--- src/rtl/cpu_pkg.sv ---
// Shared CPU definitions: fetch defaults, fetch FSM states, opcode constants
// and a program-memory range helper.
package cpu_pkg;

    localparam logic [31:0] RESET_PC_DEFAULT   = 32'h0000_0000;
    localparam int          IMEM_WORDS_DEFAULT = 20;

    typedef enum logic [0:0] {
        RUN  = 1'b0,
        HALT = 1'b1
    } fetch_state_t;

    localparam logic [5:0] OP_LW   = 6'h23;
    localparam logic [5:0] OP_SW   = 6'h2B;
    localparam logic [5:0] OP_ADD  = 6'h00;
    localparam logic [5:0] OP_NOR  = 6'h01;
    localparam logic [5:0] OP_NORI = 6'h0E;
    localparam logic [5:0] OP_ROLV = 6'h05;
    localparam logic [5:0] OP_RORV = 6'h06;
    localparam logic [5:0] OP_NOT  = 6'h07;
    localparam logic [5:0] OP_JAL  = 6'h03;
    localparam logic [5:0] OP_BLEU = 6'h09;
    localparam logic [5:0] OP_JR   = 6'h0A;

    // Byte PC is fetchable only below 4*words; wrapped PCs fall outside too.
    function automatic logic pc_in_range(input logic [31:0] pc, input int words);
        logic [31:0] limit;
        limit = 32'(words) << 2;
        return pc < limit;
    endfunction

endpackage

--- src/rtl/fetch_unit_if.sv ---
// Instruction-memory bus: fetch side drives the byte address, memory answers
// combinationally with the word at that address.
interface fetch_unit_if;
    logic [31:0] imem_addr;
    logic [31:0] imem_data;

    modport master (output imem_addr, input imem_data);
    modport slave  (input imem_addr, output imem_data);
endinterface

--- src/rtl/fetch_unit.sv ---
// Instruction fetch stage: sequential PC, decode stall, execute redirects and
// a HALT state entered when the PC leaves the program memory.
module fetch_unit
    import cpu_pkg::*;
#(
    parameter logic [31:0] RESET_PC   = RESET_PC_DEFAULT,
    parameter int          IMEM_WORDS = IMEM_WORDS_DEFAULT
) (
    input  logic                clk,
    input  logic                reset,
    fetch_unit_if.master        imem,
    input  logic                stall,
    input  logic                redirect_valid,
    input  logic [31:0]         redirect_target,
    output logic                if_valid,
    output logic [31:0]         if_instr,
    output logic [31:0]         if_pc,
    output logic [31:0]         if_pc_plus4,
    output logic                halted,
    output logic                misalign_err,
    output logic [15:0]         fetch_count,
    output fetch_state_t        fsm_state
);

    // Handshake: redirect_valid is a one-cycle command sampled at the edge and
    // always accepted; stall=1 means decode refuses the word, so fetch holds.

    fetch_state_t state, state_next;
    logic [31:0]  pc, pc_next;
    logic [31:0]  target_aligned;
    logic         target_ok;
    logic         misaligned;
    logic         do_fetch;
    logic         clear_valid;

    assign target_aligned = {redirect_target[31:2], 2'b00};
    assign target_ok      = pc_in_range(target_aligned, IMEM_WORDS);
    assign misaligned     = redirect_valid && (redirect_target[1:0] != 2'b00);

    assign imem.imem_addr = pc;
    assign halted         = (state == HALT);
    assign fsm_state      = state;

    always_comb begin
        state_next  = state;
        pc_next     = pc;
        do_fetch    = 1'b0;
        clear_valid = 1'b0;
        case (state)
            RUN: begin
                if (redirect_valid) begin
                    pc_next     = target_aligned;
                    clear_valid = 1'b1;
                end else if (!stall) begin
                    if (pc_in_range(pc, IMEM_WORDS)) begin
                        do_fetch = 1'b1;
                        pc_next  = pc + 32'd4;
                    end else begin
                        state_next  = HALT;
                        clear_valid = 1'b1;
                    end
                end
            end
            HALT: begin
                clear_valid = 1'b1;
                // An out-of-range target leaves the unit parked in HALT.
                if (redirect_valid && target_ok) begin
                    state_next = RUN;
                    pc_next    = target_aligned;
                end
            end
            default: begin
                state_next = RUN;
                pc_next    = RESET_PC;
            end
        endcase
    end

    always_ff @(posedge clk or posedge reset) begin
        if (reset) begin
            state <= RUN;
            pc    <= RESET_PC;
        end else begin
            state <= state_next;
            pc    <= pc_next;
        end
    end

    always_ff @(posedge clk or posedge reset) begin
        if (reset) begin
            if_valid     <= 1'b0;
            if_instr     <= 32'h0;
            if_pc        <= 32'h0;
            if_pc_plus4  <= 32'h0;
            misalign_err <= 1'b0;
            fetch_count  <= 16'h0;
        end else begin
            if (misaligned) begin
                misalign_err <= 1'b1;
            end
            if (do_fetch) begin
                if_valid    <= 1'b1;
                if_instr    <= imem.imem_data;
                if_pc       <= pc;
                if_pc_plus4 <= pc + 32'd4;
                if (fetch_count != 16'hFFFF) begin
                    fetch_count <= fetch_count + 16'd1;
                end
            end else if (clear_valid) begin
                if_valid <= 1'b0;
            end
        end
    end

endmodule

--- src/flat_wrapper.sv ---
// flat-port wrapper written by rule: the top's interface ports become plain ports
module fetch_unit_flat import cpu_pkg::*;
#(
    parameter logic [31:0] RESET_PC   = RESET_PC_DEFAULT,
    parameter int          IMEM_WORDS = IMEM_WORDS_DEFAULT
)
  (clk, reset, stall, redirect_valid, redirect_target, if_valid, if_instr, if_pc, if_pc_plus4, halted, misalign_err, fetch_count, fsm_state, imem_imem_addr, imem_imem_data);
  fetch_unit_if imem_i ();
  input  logic clk;
  input  logic reset;
  input  logic stall;
  input  logic redirect_valid;
  input  logic [31:0] redirect_target;
  output logic if_valid;
  output logic [31:0] if_instr;
  output logic [31:0] if_pc;
  output logic [31:0] if_pc_plus4;
  output logic halted;
  output logic misalign_err;
  output logic [15:0] fetch_count;
  output fetch_state_t fsm_state;
  output wire logic [$bits(imem_i.imem_addr)-1:0] imem_imem_addr;
  input wire logic [$bits(imem_i.imem_data)-1:0] imem_imem_data;
  assign imem_imem_addr = imem_i.imem_addr;
  assign imem_i.imem_data = imem_imem_data;
  fetch_unit #(.RESET_PC(RESET_PC), .IMEM_WORDS(IMEM_WORDS)) u_core (.clk(clk), .reset(reset), .imem(imem_i), .stall(stall), .redirect_valid(redirect_valid), .redirect_target(redirect_target), .if_valid(if_valid), .if_instr(if_instr), .if_pc(if_pc), .if_pc_plus4(if_pc_plus4), .halted(halted), .misalign_err(misalign_err), .fetch_count(fetch_count), .fsm_state(fsm_state));
endmodule
--- config.mk ---
export PLATFORM = sky130hd
export DESIGN_NAME = fetch_unit_flat
export DESIGN_NICKNAME = d
export VERILOG_FILES = /design/src/rtl/cpu_pkg.sv /design/src/rtl/fetch_unit_if.sv /design/src/rtl/fetch_unit.sv /design/src/flat_wrapper.sv
export SDC_FILE = /design/constraint.sdc
export NUM_CORES = 1
export LEC_CHECK = 0
export BUFFER_PORTS_ARGS = -buffer_cell sky130_fd_sc_hd__buf_2
export CELL_PAD_IN_SITES_DETAIL_PLACEMENT = 1
export CELL_PAD_IN_SITES_GLOBAL_PLACEMENT = 2
export CORE_MARGIN = 8
export CORE_UTILIZATION = 33
export DETAILED_ROUTE_END_ITERATION = 6
export GPL_TIMING_DRIVEN = 0
export PLACE_DENSITY_LB_ADDON = 0.1
export SLEW_MARGIN = 20
export SYNTH_ARGS = -nofsm -noshare
export SYNTH_HDL_FRONTEND = slang
export SYNTH_SLANG_ARGS = --single-unit
--- constraint.sdc ---
create_clock -name clk -period 8.2 [get_ports clk]
set_clock_uncertainty 0.15 [all_clocks]
set_input_delay 1.64 -clock clk [delete_from_list [all_inputs] [get_ports clk]]
set_output_delay 1.64 -clock clk [all_outputs]
set_load 0.1 [all_outputs]
After elaboration in Yosys (flattened, before gate mapping)
Cells that the tools add are included.
{"block": "totals", "register_bits": 147, "out_inout_bits": 148, "in_bits": 68, "elab_cells": 41}
{"block": "op_classes", "mux": 18, "n_addsub": 2, "n_eq_ne": 4, "n_bitwise": 1, "n_reduce_logical": 6, "magnitude_cmp": 2}
{"op": "2-to-1 mux 32 bit", "count": 4}
{"op": "< comparator 32 x 7 -> 1 bit (second input constant)", "count": 2}
{"op": "case mux 32 bit (2 select lines)", "count": 1}
{"op": "adder 32 x 3 -> 32 bit (second input constant)", "count": 1}
{"op": "adder 16 x 1 -> 16 bit (second input constant)", "count": 1}
{"op": "inequality test 16 bit (second input constant)", "count": 1}
{"op": "2-to-1 mux 1 bit", "count": 11}
{"op": "case mux 1 bit (2 select lines)", "count": 2}
{"op": "nonzero test 2 bit", "count": 2}
{"op": "inequality test 3 x 2 -> 1 bit (second input constant)", "count": 1}
{"op": "inequality test 3 bit (second input constant)", "count": 1}
{"op": "AND reduction 3 bit", "count": 1}
{"op": "logical AND 1 bit", "count": 2}
{"op": "inequality test 2 bit (second input constant)", "count": 1}
{"op": "AND reduction 2 bit", "count": 1}
{"op": "inverter 1 bit", "count": 1}

Longest topological paths before layout
Gate-level depths: netlist of the first run.
{"block": "depth", "word_depth": 7, "ltp_mapped": 9, "ltp_nobuf": 6}

Least setup slack after synthesis of the first run
OpenSTA, ideal clock, no wires.
{"block": "synth_timing", "path_kind": "input to register", "from": "input stall", "to": "register u_core.pc[3] (netlist: u_core.imem.imem_addr[3])", "required_time_ns": 7.929, "path_stages": 6, "arrival_time_ns": 3.077, "n_path_buf": 1, "setup_time_ns": 0.121, "path_slack_ns": 4.852, "cell_sequence": "or3_1 > nor4_4 > nand2_4 > buf_6 > o22a_1 > o22a_1"}
{"block": "synth_between", "elab_chain_cells": 2}
{"item": "start: declaration", "line": "flat_wrapper.sv:11", "source": "input logic stall;"}
{"item": "inequality test 3 bit (no line)"}
{"item": "AND reduction 3 bit (no line)"}
{"item": "end signal: assignment", "line": "fetch_unit.sv:85", "source": "pc <= pc_next;"}
{"item": "end: declaration", "line": "fetch_unit.sv:29", "source": "logic [31:0] pc, pc_next;"}
Every way passes these cells.
A chain may end at the register's enable or synchronous reset.

Final worst setup path of the first run
{"block": "layout_timing", "from": "input redirect_target[22]", "to": "register u_core.pc[15] (netlist: u_core.imem.imem_addr[15])"}
{"block": "layout_between", "elab_chain_cells": 4}
{"item": "start: declaration", "line": "flat_wrapper.sv:13", "source": "input logic [31:0] redirect_target;"}
{"item": "< comparator 32 x 7 -> 1 bit", "line": "cpu_pkg.sv:29", "source": "return pc < limit;"}
{"item": "logical AND 1 bit", "line": "fetch_unit.sv:67", "source": "if (redirect_valid && target_ok) begin"}
{"item": "inequality test 2 bit (no line)"}
{"item": "AND reduction 3 bit (no line)"}
Every way passes these cells.

==> results of run 1 <==
per-layer routing:
layer	global-route usage	share of wire
met1	0.223	0.46
met2	0.273	0.47
met3	0.0434	0.058
met4	0.0606	0.018
met5	0	0
layout make-up:
class,count,share of cell area
inverters,3,0.00240
plain buffers,30,0.0230
clock inverters,13,0.0227
well taps,225,0.0360
clock buffers,19,0.0566
multi-input cells,328,0.271
repair buffers,210,0.137
flip-flops and latches,141,0.451
per-stage QoR:
step / hold WS, ns / cell area [um2]
global route: 0.342 / 7820
floorplan: 0.816 / 5840
detailed placement: 0.301 / 7200
finish: 0.314 / 7820
global placement: 0.297 / 7170
CTS: 0.319 / 7820
power by group through the flow:
stage	Combinational [mW]	Sequential, mW	Clock [mW]
global placement	0.191	0.736	0
floorplan	0.0447	0.836	0
CTS	0.196	0.724	0.824
global route	0.205	0.726	0.851
detailed placement	0.196	0.737	0
finish	0.194	0.724	0.804
kinds of logic (layout without fill, tap and decap cells):
family                     count (synthesis)  after routing  share of synthesized area
adders and majority gates                  2              2                    0.00430
muxes                                     39             39                     0.0754
AOI/OAI and AO/OA                         80             80                     0.0808
xor gates and xnor gates                  18             18                     0.0271
and+or+nand+nor                          183            183                      0.173
other                                      1              6                   0.000644
DFF                                      141            141                      0.606
buffers and inverters                     33            275                     0.0329
sequential cells by signal, summed over array words and instances, names as in the netlist:
name,flops
u_core.if_instr,32
u_core.if_pc,30
u_core.if_pc_plus4,30
u_core.imem.imem_addr,30
u_core.fetch_count,16
u_core.fsm_state,1
u_core.if_valid,1
u_core.misalign_err,1
how the worst min path moves through the flow:
| stage | from | end | slack, ns | cells after the start |
|---|---|---|---|---|
| 2_1_floorplan | u_core.if_pc_plus4[4] | u_core.if_pc_plus4[4] | 0.82 | 2 |
| 3_3_place_gp | u_core.misalign_err | u_core.misalign_err | 0.30 | 1 |
| 3_5_place_dp | u_core.misalign_err | u_core.misalign_err | 0.30 | 1 |
| 4_1_cts | u_core.misalign_err | u_core.misalign_err | 0.32 | 1 |
| 5_1_grt | u_core.if_pc_plus4[25] | u_core.if_pc_plus4[25] | 0.34 | 1 |
| 6_report | u_core.misalign_err | u_core.misalign_err | 0.31 | 1 |
cells in the final DEF (no fill, tap or decap), types with 5 or more instances in the layout:
| cell type | instances |
|---|---|
| clkbuf_16 | 17 |
| a31oi_1 | 9 |
| buf_4 | 9 |
| nand2_1 | 35 |
| nor2_1 | 31 |
| mux2_2 | 39 |
| xor2_1 | 8 |
| buf_2 | 212 |
| clkbuf_1 | 15 |
| nor3_1 | 5 |
| conb_1 | 6 |
| dfrtp_1 | 141 |
| nand3_1 | 14 |
| nand4_1 | 10 |
| and2_1 | 51 |
| xnor2_1 | 10 |
| o21ai_0 | 20 |
| nor4_1 | 13 |
| o22ai_1 | 13 |
| a21oi_1 | 26 |
==> results.tsv, run 1 <==
stage	metric	value	unit
setup_path	WP data required	8.38	ns
final_layout	fillers	1938	
setup_path	reg2reg end	u_core.imem.imem_addr[3]	
yosys	largest area contributor in the netlist	dfrtp_1	
final_layout	area occupied by multi-input gates	0.00212	mm2
grt	overall routing resource usage	0.172	
clocking	clk root buf	clkbuf_16	
grt	GRT overflow	0	
power	Internal Dissipation	1.24	mW
die	Initial Util	0.337	
setup_path	CP startpoint	redirect_target[22]	
setup_path	Worst setup SP type	input pin	
routing	DRT iter0 DRCs	170	
power	Static Leak	4.15	nW
setup_path	setup slack, reg-to-reg	5.43	ns
power	VDD IR max	136	uV
placement	Placed Instances	937	
setup_path	cell count along the critical path	9	
grt	largest net degree at the start of global routing	92	
grt	initial antenna violation count	0	
timing	setup ws final	4.52	ns
die	Die X-Extent	149	um
die	Row Count	48	
yosys	number of synthesized register bits	141	
yosys	Cell Area, Synth	0.00582	mm2
timing	unrepaired setup endpoints after global routing	no	
setup_path	CP Capture Type	register	
clocking	clock buffer depth	2	
power	Sw Ratio	0.280	
placement	IO buf count	209	
routing	Remaining DRCs	0	
timing	worst-margin pin slew	0.800	ns
die	Top Ports	216	
power	Reg power frac	0.420	
setup_path	R2R Path Start	u_core.imem.imem_addr[15]	
setup_path	worst reg-to-reg path cell count	7	
final_layout	Finished Layout Cells	969	
placement	worst slack at placement	4.10	ns
die	die height	149	um
clocking	total clock sinks	141	
yosys	Post-synth EDFFs	0	
power	PD cells	220	mW/mm2
yosys	ys flop type	dfrtp_1	
clocking	number of gates resized after cts	0	
clocking	later-pin clock latency in the skew report	0.41	ns
setup_path	WP buf/inv	3	
power	Clock Power Share	0.467	
final_layout	P&R area growth vs syn	34.4	%
clocking	H-tree depth	4	
routing	Pre-Repair DR Iteration Count	4	
yosys	top cells by instance count after synthesis	141 x dfrtp_1, 51 x and2_1, 39 x mux2_2, 35 x nand2_1, 31 x nor2_1	
timing	relative slew slack	0.462	
power	NetSw	0.481	mW
timing	# setup viols final	0	
yosys	Yosys warnings	0	
yosys	count leader, synth	dfrtp_1	
final_layout	diodes inserted	0	
yosys	post-synthesis cell count	497	
timing	setup TNS	0	ns
yosys	async set or reset register ratio after synthesis	1.00	
setup_path	worst-path maximum fanout	10	
final_layout	fin nets	801	
timing	Final period util	0.449	
routing	Via Count	4701	
routing	Routed Antenna Nets	0	
final_layout	final core occ	0.452	
setup_path	crit-path most repeated cell	buf_2	
die	die area	0.0221	mm2
power	Total Power	1.72	mW
clocking	Post-CTS Repair Setup Buffers	0	
die	core area	0.0173	mm2
yosys	post-synth cell types	42	
setup_path	CP endpoint	u_core.imem.imem_addr[15]	
final_layout	layout cells sized above 1	0.413	
status	outcome	completed	
clocking	Post-CTS Hold Buffers	0	
grt	vias in the first global route	5234	
yosys	top cell type's share of synthesized area	0.606	
setup_path	Crit path largest cell delay	0.47	ns
timing	Final Hold Viols	0	
clocking	CTS Buf Count	17	
clocking	Clock Pin Slew Worst Setup and Hold Paths	0.06	ns
hold_path	worst min path class	register to register	
setup_path	critical path's top delay family	simple AND/OR/NAND/NOR gates	
final_layout	Storage cell area	0.00353	mm2
setup_path	crit-path cells	buf_2, nor4_1, nand4_1, nor3_1, a21o_1, buf_2, clkbuf_1, nor2_1, a21oi_1	
setup_path	CP arrival	3.87	ns
routing	final wirelength	18600	um
routing	wire per inst	19.2	um
placement	Final Wtd Congestion	0.814	
grt	first-pass GRT wire length	29800	um
yosys	Synth area leaders	dfrtp_1 61%, mux2_2 7.5%, and2_1 5.5%, nand2_1 2.3%, a21oi_1 2.2%	
power	Comb pwr share	0.113	
timing	max-slew violations	0	
setup_path	Setup CP Type	input pin to register	
timing	min cycle time layout	3.68	ns
yosys	post-synthesis sequential area ratio	0.606	
setup_path	CP max stage cell	nor3_1	
yosys	synthesized area per cell	11.7	um2
placement	Detail Placement HPWL	14200	um
routing	vias per cell	4.85	
timing	fmax	271	MHz
clocking	clock tree from TritonCTS	built	
run	max cap viols	0	
No activity file was read; power rests on OpenSTA's default activity.
==> run 2, diff against run 1 <==
Settings changed: CORE_UTILIZATION 33 to 30.
Clock period 8.2 ns to 3.4 ns, I/O delays scaled along.
==> run 2 against run 1 <==
  * Global-route usage decreased by 0.65 points
  * Clock power increased to 2.5 times the previous value
  * Sequential power increased by 140%
  * Largest cell class unchanged
  * Sequential share of layout area decreased by 0.77 points
  * Largest power group unchanged
  * Critical path type is now register to register
  * Worst setup slack got worse by 3.9 ns
  * Utilization decreased by 3.9 points
  * Combinational power increased by 150%
==> results.tsv, run 2 (synthesized netlist as in run 1, its figures left out) <==
stage	metric	value	unit	change
status	outcome	completed		
setup_path	Worst setup SP type	register		
clocking	clock tree from TritonCTS	built		
timing	Final period util	0.831		
routing	Pre-Repair DR Iteration Count	4		unchanged
clocking	H-tree depth	4		unchanged
die	Row Count	51		+6.3%
clocking	clock buffer depth	2		unchanged
routing	DRT iter0 DRCs	224		+32%
clocking	clk root buf	clkbuf_16		
setup_path	WP buf/inv	1		-2
power	VDD IR max	390	uV	+190%
clocking	Post-CTS Repair Setup Buffers	0		unchanged
setup_path	R2R Path Start	u_core.imem.imem_addr[15]		
timing	min cycle time layout	2.82	ns	
setup_path	setup slack, reg-to-reg	0.58	ns	-4.85 ns
die	die height	155	um	+4.4%
clocking	later-pin clock latency in the skew report	0.42	ns	about the same
timing	relative slew slack	0.455		-0.00669
final_layout	Storage cell area	0.00353	mm2	unchanged
routing	vias per cell	4.69		-3.2%
final_layout	fillers	2189		+13%
final_layout	most frequent cells in the layout	212 x buf_2, 141 x dfrtp_1, 51 x and2_1, 39 x mux2_2, 35 x nand2_1		
setup_path	crit-path most repeated cell	o22a_1		
setup_path	crit-path cells	nor4_1, nand3_1, nor4_4, nand2_4, buf_6, o22a_1, o22a_1		
setup_path	CP arrival	2.98	ns	-0.89 ns
final_layout	diodes inserted	0		unchanged
final_layout	fin nets	805		+0.50%
grt	vias in the first global route	5258		+0.46%
routing	Remaining DRCs	0		unchanged
final_layout	layout cells sized above 1	0.416		+0.00370
placement	IO buf count	209		unchanged
timing	unrepaired setup endpoints after global routing	no		
placement	Final Wtd Congestion	0.785		-3.6%
timing	max-slew violations	0		unchanged
clocking	Post-CTS Hold Buffers	0		unchanged
die	Top Ports	216		unchanged
clocking	number of gates resized after cts	0		unchanged
die	die area	0.0241	mm2	+8.9%
placement	Detail Placement HPWL	14900	um	+4.6%
routing	Routed Antenna Nets	0		unchanged
setup_path	worst reg-to-reg path cell count	7		unchanged
final_layout	Biggest register	u_core.if_instr		
grt	overall routing resource usage	0.165		-0.00651
setup_path	reg2reg end	u_core.imem.imem_addr[3]		
setup_path	WP data required	3.55	ns	-4.83 ns
timing	Hold Slack	0.0623	ns	-0.252 ns
final_layout	max reg flops	32		unchanged
clocking	CTS Buf Count	17		unchanged
setup_path	CP max stage cell	nor4_4		
die	core area	0.0193	mm2	+11%
timing	setup TNS	0	ns	unchanged
run	max cap viols	0		unchanged
grt	GRT overflow	0		unchanged
routing	wire per inst	19.1	um	-0.86%
routing	Via Count	4751		+1.1%
final_layout	P&R area growth vs syn	36.7	%	
grt	largest net degree at the start of global routing	34		-63%
timing	Final Hold Viols	0		unchanged
setup_path	worst-path maximum fanout	10		unchanged
power	PD cells	532	mW/mm2	+140%
setup_path	Setup CP Type	register to register		
clocking	total clock sinks	141		unchanged
timing	worst-margin pin slew	0.810	ns	+0.00994 ns
setup_path	Crit path largest cell delay	0.56	ns	+0.09 ns
grt	initial antenna violation count	0		unchanged
clocking	Clock Pin Slew Worst Setup and Hold Paths	0.06	ns	about the same
grt	first-pass GRT wire length	31000	um	+4.0%
timing	fmax	354	MHz	
die	Die X-Extent	155	um	+4.4%
routing	final wirelength	19300	um	+3.5%
final_layout	most common cell after layout, fill and taps aside	buf_2		
power	Static Leak	4.19	nW	+1.0%
timing	# setup viols final	0		unchanged
setup_path	critical path's top delay family	simple AND/OR/NAND/NOR gates		
setup_path	CP Capture Type	register		
hold_path	worst min path class	input pin to asynchronous set/reset pin		
die	Initial Util	0.302		-0.0345
final_layout	area occupied by multi-input gates	0.00212	mm2	unchanged
run 2: area by class of cell:
type / count / share of cell area
buffer: 30 / 0.0226
clock buffer: 17 / 0.0534
clock inverter: 14 / 0.0258
inverter: 3 / 0.00189
multi-input combinational: 328 / 0.266
sequential: 141 / 0.443
tap: 265 / 0.0417
timing repair buffer: 214 / 0.145
run 2: worst max path at each step:
stage / cells past startpoint / from / slack, ns / endpoint
5_1_grt: 7 / u_core.imem.imem_addr[15] / 0.29 / u_core.fetch_count[12]
3_5_place_dp: 9 / redirect_target[22] / 0.23 / u_core.imem.imem_addr[11]
3_3_place_gp: 2 / reset / -0.14 / u_core.if_pc[30]
4_1_cts: 7 / u_core.imem.imem_addr[15] / 0.47 / u_core.fetch_count[12]
6_report: 7 / u_core.imem.imem_addr[15] / 0.58 / u_core.imem.imem_addr[3]
2_1_floorplan: 7 / u_core.fetch_count[4] / 0.58 / u_core.fetch_count[7]
run 2: power by group:
| group | switching, mW | leakage [nW] | internal (mW) |
|---|---|---|---|
| sequential | 0.0352 | 1.89 | 1.71 |
| clock | 0.770 | 0.307 | 1.24 |
| combinational | 0.381 | 1.99 | 0.0988 |
| total | 1.19 | 4.19 | 3.05 |
run 2: per-layer routing:
metal | vias up | GRT usage | wire length, um | part of all wire
met1 | 2374 | 0.216 | 8790 | 0.46
met5 | - | 0 | 0 | 0
met4 | 0 | 0.0490 | 209 | 0.011
li1 | 2208 | - | - | -
met2 | 157 | 0.259 | 9000 | 0.47
met3 | 12 | 0.0505 | 1310 | 0.068
run 2: metrics by stage:
step	std cells	cell area (um2)	util	power, mW	setup WS, ns
finish	1012	7960	0.413	4.24	0.575
global route	1012	7960	0.413	4.39	0.290
CTS	1012	7960	0.413	4.29	0.472
detailed placement	981	7330	0.380	2.26	0.231
global placement	976	7220	0.375	2.24	-0.144
floorplan	502	5840	-	2.12	0.582
